## src/rtl/fma_pkg.sv

```systemverilog
// Shared configuration, constants and helpers for the FMA accumulator alignment shifter.
package fma_pkg;

    typedef struct packed {
        int lanes;
        int acc_w;
        int sft_w;
    } alnsft_cfg_t;

    localparam alnsft_cfg_t ALNSFT_CFG_DEF = '{lanes: 4, acc_w: 48, sft_w: 6};

    // Coarse shift granule; the low 3 sft bits select the fine shift.
    localparam int COARSE   = 8;
    localparam int MASK_MAX = 128;

    // Mask of the low 'sft' bit positions (capped at 'width'): the bits a right shift discards.
    function automatic logic [MASK_MAX-1:0] sticky_mask(input logic [31:0] sft, input logic [31:0] width);
        logic [MASK_MAX-1:0] m;
        m = '0;
        for (int i = 0; i < MASK_MAX; i++) begin
            m[i] = (32'(i) < sft) && (32'(i) < width);
        end
        return m;
    endfunction

endpackage

```

## src/rtl/fma_alnsft_lane.sv

```systemverilog
// One lane of the alignment shifter: coarse shift into S1, fine shift and sticky merge into S2.
module fma_alnsft_lane
    import fma_pkg::*;
#(
    parameter int ACC_W = 48,
    parameter int SFT_W = 6
) (
    input  logic               clk,
    input  logic               reset,
    input  logic               cap1,
    input  logic               cap2,
    input  logic [ACC_W-1:0]   acc,
    input  logic [SFT_W-1:0]   sft,
    input  logic               en,
    output logic [ACC_W:0]     aln
);

    localparam int ALN_W = ACC_W + 1;

    logic [ALN_W-1:0] ext;
    logic [31:0]      crs_amt;
    logic [ALN_W-1:0] crs;
    logic             crs_st;

    logic [ALN_W-1:0] s1_crs;
    logic             s1_st;
    logic [2:0]       s1_fin;
    logic             s1_en;

    logic [31:0]      fin_amt;
    logic [ALN_W-1:0] fin;
    logic             fin_st;

    always_comb begin
        ext     = {acc, 1'b0};
        crs_amt = 32'(sft[SFT_W-1:3]) * 32'(COARSE);
        crs     = ext >> crs_amt;
        crs_st  = |(ext & ALN_W'(sticky_mask(crs_amt, 32'(ALN_W))));
    end

    always_ff @(posedge clk or posedge reset) begin
        if (reset) begin
            s1_crs <= '0;
            s1_st  <= 1'b0;
            s1_fin <= '0;
            s1_en  <= 1'b0;
        end else if (cap1) begin
            s1_crs <= crs;
            s1_st  <= crs_st;
            s1_fin <= sft[2:0];
            s1_en  <= en;
        end
    end

    always_comb begin
        fin_amt = 32'(s1_fin);
        fin     = s1_crs >> fin_amt;
        fin_st  = s1_st | (|(s1_crs & ALN_W'(sticky_mask(fin_amt, 32'(ALN_W)))));
    end

    always_ff @(posedge clk or posedge reset) begin
        if (reset) begin
            aln <= '0;
        end else if (cap2) begin
            aln <= s1_en ? {fin[ALN_W-1:1], fin[0] | fin_st} : '0;
        end
    end

endmodule

```

## src/rtl/fma_alnsft_pipe.sv

```systemverilog
// N-lane accumulator alignment shifter: owns the accumulators, the two-stage valid/ready pipe and the lanes.
module fma_alnsft_pipe
    import fma_pkg::*;
#(
    parameter int LANES = ALNSFT_CFG_DEF.lanes,
    parameter int ACC_W = ALNSFT_CFG_DEF.acc_w,
    parameter int SFT_W = ALNSFT_CFG_DEF.sft_w
) (
    input  logic                       clk,
    input  logic                       reset,
    input  logic [LANES-1:0]           acc_we,
    input  logic [LANES*ACC_W-1:0]     acc_wdata,
    output logic [LANES*ACC_W-1:0]     acc_o,
    input  logic                       in_valid,
    output logic                       in_ready,
    input  logic [LANES-1:0]           lane_en,
    input  logic [LANES*SFT_W-1:0]     sft,
    output logic                       out_valid,
    input  logic                       out_ready,
    output logic [LANES*(ACC_W+1)-1:0] aln,
    output logic [LANES-1:0]           out_lane
);

    localparam int ALN_W = ACC_W + 1;

    logic [LANES*ACC_W-1:0] acc_q;
    logic                   s1_valid;
    logic [LANES-1:0]       s1_lane;
    logic                   s1_load;
    logic                   s2_load;
    logic                   accept;
    logic                   cap2;

    always_comb begin
        s2_load  = !out_valid || out_ready;
        s1_load  = s2_load || !s1_valid;
        in_ready = s1_load;
        accept   = in_valid && in_ready;
        cap2     = s2_load && s1_valid;
    end

    assign acc_o = acc_q;

    // The snapshot taken on accept reads acc_q, so a same-cycle write is seen only by later requests.
    always_ff @(posedge clk or posedge reset) begin
        if (reset) begin
            acc_q <= '0;
        end else begin
            for (int i = 0; i < LANES; i++) begin
                if (acc_we[i]) acc_q[i*ACC_W +: ACC_W] <= acc_wdata[i*ACC_W +: ACC_W];
            end
        end
    end

    always_ff @(posedge clk or posedge reset) begin
        if (reset) begin
            s1_valid  <= 1'b0;
            s1_lane   <= '0;
            out_valid <= 1'b0;
            out_lane  <= '0;
        end else begin
            if (s1_load) s1_valid  <= in_valid;
            if (accept)  s1_lane   <= lane_en;
            if (s2_load) out_valid <= s1_valid;
            if (cap2)    out_lane  <= s1_lane;
        end
    end

    for (genvar g = 0; g < LANES; g++) begin : g_lane
        fma_alnsft_lane #(
            .ACC_W (ACC_W),
            .SFT_W (SFT_W)
        ) u_lane (
            .clk   (clk),
            .reset (reset),
            .cap1  (accept),
            .cap2  (cap2),
            .acc   (acc_q[g*ACC_W +: ACC_W]),
            .sft   (sft[g*SFT_W +: SFT_W]),
            .en    (lane_en[g]),
            .aln   (aln[g*ALN_W +: ALN_W])
        );
    end

endmodule
```

## config.mk

```make
export PLATFORM = sky130hd
export DESIGN_NAME = fma_alnsft_pipe
export DESIGN_NICKNAME = d
export VERILOG_FILES = /design/src/rtl/fma_pkg.sv /design/src/rtl/fma_alnsft_lane.sv /design/src/rtl/fma_alnsft_pipe.sv
export SDC_FILE = /design/constraint.sdc
export NUM_CORES = 2
export LEC_CHECK = 0
export BUFFER_PORTS_ARGS = -buffer_cell sky130_fd_sc_hd__buf_2
export CORE_AREA = 2 2 262 264
export CTS_CLUSTER_SIZE = 24
export DETAILED_ROUTE_END_ITERATION = 7
export DIE_AREA = 0 0 264 266
export PLACE_DENSITY = 0.81
export SYNTH_ARGS = -nofsm -noshare
export SYNTH_HDL_FRONTEND = slang
export SYNTH_SLANG_ARGS = --single-unit
```

## constraint.sdc

```tcl
create_clock -name clk -period 31.4 [get_ports clk]
set_input_delay 1.57 -clock clk [delete_from_list [all_inputs] [get_ports clk]]
set_output_delay 1.57 -clock clk [all_outputs]
set_load 0.05 [all_outputs]
```

Word-level counts from Yosys, hierarchy flattened:

Index checks and enable logic that the tools add are counted.
W data, S select, Z words.

* output and inout bits: 394
* register bits: 614

* order comparisons: 224
* bitwise operators: 16
* muxes and demuxes: 4
* shifts and indexed selects: 8
* reductions and logical operators: 14

Operator list (count)
* $lt A6 B6 Y1 const A: 68
* $reduce_or A49 Y1: 8
* $lt A5 B6 Y1 const A: 64
* $and A49 B49 Y49: 4
* $and A49 B7 Y49: 4
* $mux W49: 4
* $shr A49 B3 Y49: 4
* $shr A49 B6 Y49: 4
* $lt A4 B6 Y1 const A: 32
* $lt A3 B6 Y1 const A: 16
* $lt A1 B6 Y1 const A: 8
* $lt A2 B6 Y1 const A: 8
* $lt A3 B3 Y1 const A: 12
* $lt A1 B3 Y1 const A: 8
* $lt A2 B3 Y1 const A: 8
* $or A1 B1 Y1: 8
* $logic_and A1 B1 Y1: 2
* $logic_not A1 Y1: 2
* $logic_or A1 B1 Y1: 2

Logic depth before layout (Yosys ltp):

* depth in word-level cells: 6
* gate-level depth with buffers: 7
* gate-level depth less buffers: 5

Cells and area by module:

Synthesis repeated with hierarchy kept, for this count alone.

* cell total of the unflattened synthesis: 2755
* area, all modules: 33910.0 um^2

Modules (own cells, without submodules)
* fma_alnsft_lane: cells an instance 581, seq. area each 2577.5 um^2, instances 4, area each 6520.0 um^2
* fma_alnsft_pipe: cells an instance 431, seq. area each 5054.8 um^2, instances 1, area each 7830.0 um^2

Least setup slack after synthesis:

OpenSTA, ideal clock, no wires.

* path kind: in2out
* start point: input port out_ready
* end point: output port in_ready
* cell stages on the path: 1
* path slack: 27856 ps
* arrival time: 1974 ps
* buffers on the path: 0
* path through: nand3b_2

* longest elaborated chain between the ends: 2

Ends and longest elaborated chain
* start, declared: line fma_alnsft_pipe.sv:19 `input logic out_ready,`
* $logic_or A1 B1 Y1: line fma_alnsft_pipe.sv:35 `s2_load = !out_valid || out_ready;`
* $logic_or A1 B1 Y1: line fma_alnsft_pipe.sv:36 `s1_load = s2_load || !s1_valid;`
* end, declared: line fma_alnsft_pipe.sv:15 `output logic in_ready,`

Every way passes these cells.

==> out/qor.yml <==
grt_usage: 0.307
clock_latency_ns: 0.61
r2r_end: "g_lane[0].u_lane.aln[11]"
remaining_drc_errors: 0
whs_ns: 0.469
final-seq-area_um2: 15300
wl_mm: 111
setup_viol: 0
finalHoldViolations: 0
dp_slack_ns: 26.33
dieArea_um2: 70200
wire_per_inst_um: 25.0
r2r_start: "out_valid"
core-area_um2: 67700
crit_path_start_kind: "input pin"
hold_class: "flop to flop"
reg2reg_slack_ns: 28.28
grt_pass1_vias: 26643
cts.sinks: 610
maxSlewHeadroom: 0.168
synth_area_um2: 33500
vias: 28024
arrival_ns: 4.79
cts_buffers: 69
period_share: 0.135
ioPinCount: 622
grt_pass1_wl_mm: 166
syn_to_final_growth_pct: 16.7
antenna_found_initial: 8
rsz0062_at_grt: "no"
timing.critical_path.buf_inv: 5
drt_first_pass_iters: 6
cts_resized: 0
die-width_um: 264
cts_tree: "built"
fmax_ghz: 0.235
fin_skew_ns: 0.0223
crit_path_max_fanout: 115
numPortBuffers: 621
synthCells: 3006
crit_required_ns: 31.94
placementRows: 96
routed_via_density: 6.34
fin_util: 0.577
worst_pin_slew_ns: 1.24
power_uw: 2630
critPathTopFamily: "buffers and inverters"
crit_chain: "buf_2 > inv_8 > buf_4 > buf_4 > buf_4"
syn_nets: 3234
hpwlAfterDp_mm: 79.9
fin_ws_ns: 27.15
ys_seq_area_frac: 0.456
grt_max_degree: 116
whs_path_depth: 2
clkTransAtPathRegs_ns: 0.06
slowest_delay_ns: 0.84
p_per_area_nw_per_um2: 67.4
slowest_stage: "buf_4"
layout-drive-gt1-share: 0.337
die-height_um: 266
min_from: "g_lane[0].u_lane.aln[0]"
hold_end: "g_lane[0].u_lane.aln[0]"
grt_overflow_total: 0
clockBufferDepth: 3
rr_worst_depth: 6
drv_slew: 0
fin_setup_tns_ns: 0
multiInputGateArea_um2: 16900
crit_path_end_kind: "asynchronous set/reset pin"
post-cts-setup-buffers: 0
yosysUniqueCellTypes: 57
postRouteAntennaNets: 0
leakage_uw: 0.0177
max-vdd-ir-drop_uv: 44.9
drt-initial-drc-count: 3686
drv_cap: 0
async_reset_ff_frac: 1.00
synth_seq_cells: 610
postSynthAreaPerCell_um2: 11.1
worstSetupPathType: "input pin to asynchronous set/reset pin"
place.gp.congestion: 0.964
cpMostUsedCell: "buf_4"
h-tree-depth: 3
layout.nets: 3711
status: "completed"
synth_flop_cell: "dfrtp_1"
fill_cells: 5579
ctsHoldBuffers: 0
synth_edf_count: 0
root_buffer: "clkbuf_16"
initial_core_util: 0.494
yosysWarnings: 0
period_needed_ns: 4.25
==> worst max-delay path by stage <==
stage          start                          to  slack (ns)  cells past startpoint
3_3_place_gp   reset  g_lane[1].u_lane.s1_fin[0]       26.41                      5
6_report       reset  g_lane[1].u_lane.s1_fin[0]       27.15                      5
3_5_place_dp   reset  g_lane[1].u_lane.s1_fin[0]       26.33                      5
5_1_grt        reset  g_lane[1].u_lane.s1_fin[0]       26.57                      5
4_1_cts        reset  g_lane[1].u_lane.s1_fin[0]       26.97                      5
2_1_floorplan  reset                    acc_o[0]       12.75                      1
==> final cells by class <==
cell class	count	share of cell area
clock inverters	27	0.00919
diodes	5	0.000320
repair buffers	653	0.0857
clock buffers	96	0.0513
multi-input cells	2125	0.431
flip-flops and latches	610	0.391
inverters	24	0.00250
well taps	882	0.0283
==> sequential cells by signal, summed over array words and instances (netlist names) <==
name                  flops
g_lane.u_lane.s1_crs    196
s1_valid                  1
g_lane.u_lane.s1_fin     12
g_lane.u_lane.s1_st       4
g_lane.u_lane.aln       196
acc_o                   192
out_valid                 1
s1_lane                   4
out_lane                  4
==> cells by family after synthesis <==
group | share of synthesized area
compound gates | 0.133
flops | 0.456
simple gates | 0.0935
mux | 0.276
buf+inv | 0.0412
==> synthesized netlist by cell type, types with 4 or more instances <==
library cell  instances  area [µm²]
o41ai_1               5        43.8
and2_1                8        50.1
nor2_2                5        31.3
buf_2               103         515
a211oi_1             25         188
o211ai_1              7        52.6
dfrtp_1             610       15300
a221oi_1             26         228
nand2b_1              7        43.8
buf_6                 9         101
and3_1               18         113
nand3_1              20         100
mux4_2              157        3540
o21a_1               40         300
nor2b_1              19         119
mux2_2              239        2690
a21oi_1              77         385
a21o_1                4        30.0
inv_1                21        78.8
buf_4                44         330
o221ai_1             27         236
a22oi_1              14         105
nor4_1               34         213
nor2_1              110         413
clkbuf_1             75         282
buf_1                16        60.1
o21ai_0             314        1570
mux2i_1             298        2980
nor3b_1              14         105
o21ai_1              12        60.1
nand2_1             460        1730
a31oi_1              24         150
nor3_1               14        70.1
a22o_1               98         858
o31ai_1               6        45.0
==> worst register-to-register path, stage by stage (launching register included) <==
cell and delay, ns:
dfrtp_1 0.37, nand2b_1 0.27, nand2_4 0.38, buf_4 0.79
buf_4 0.88, nand2_1 0.20, o21ai_0 0.13
==> report_power, final <==
part           internal [µW]  total, µW  switching, µW
Sequential               881       1030            146
Clock                    505        843            338
Combinational            256        761            505
Total                   1640       2630            989
==> routing by layer <==
layer  vias up  wire (µm)  global-route usage
li1      12124          -                   -
met1     13822      43900               0.415
met2      1736      50300               0.473
met3       340      10600              0.0627
met4         2       5760               0.153
met5         -          8                   0
==> cell usage in the layout, fill, tap and decap left out, types with 19 or more instances in the layout <==
| cell | count |
|---|---|
| a211oi_1 | 25 |
| a21oi_1 | 77 |
| a221oi_1 | 26 |
| a22o_1 | 98 |
| a31oi_1 | 24 |
| buf_2 | 621 |
| buf_4 | 32 |
| clkbuf_16 | 73 |
| dfrtp_1 | 598 |
| inv_1 | 20 |
| mux2_2 | 239 |
| mux2i_1 | 298 |
| mux4_2 | 157 |
| nand2_1 | 459 |
| nand3_1 | 20 |
| nor2_1 | 110 |
| nor2b_1 | 19 |
| nor4_1 | 34 |
| o21a_1 | 40 |
| o21ai_0 | 314 |
| o221ai_1 | 27 |
==> metrics by stage <==
stage	std cells	area, µm²
finish	4422	39100
global route	4422	39100
CTS	4417	39000
detailed placement	4294	36700
global placement	4294	36700
floorplan	3006	33500
Power figures use the tool's default switching activity.
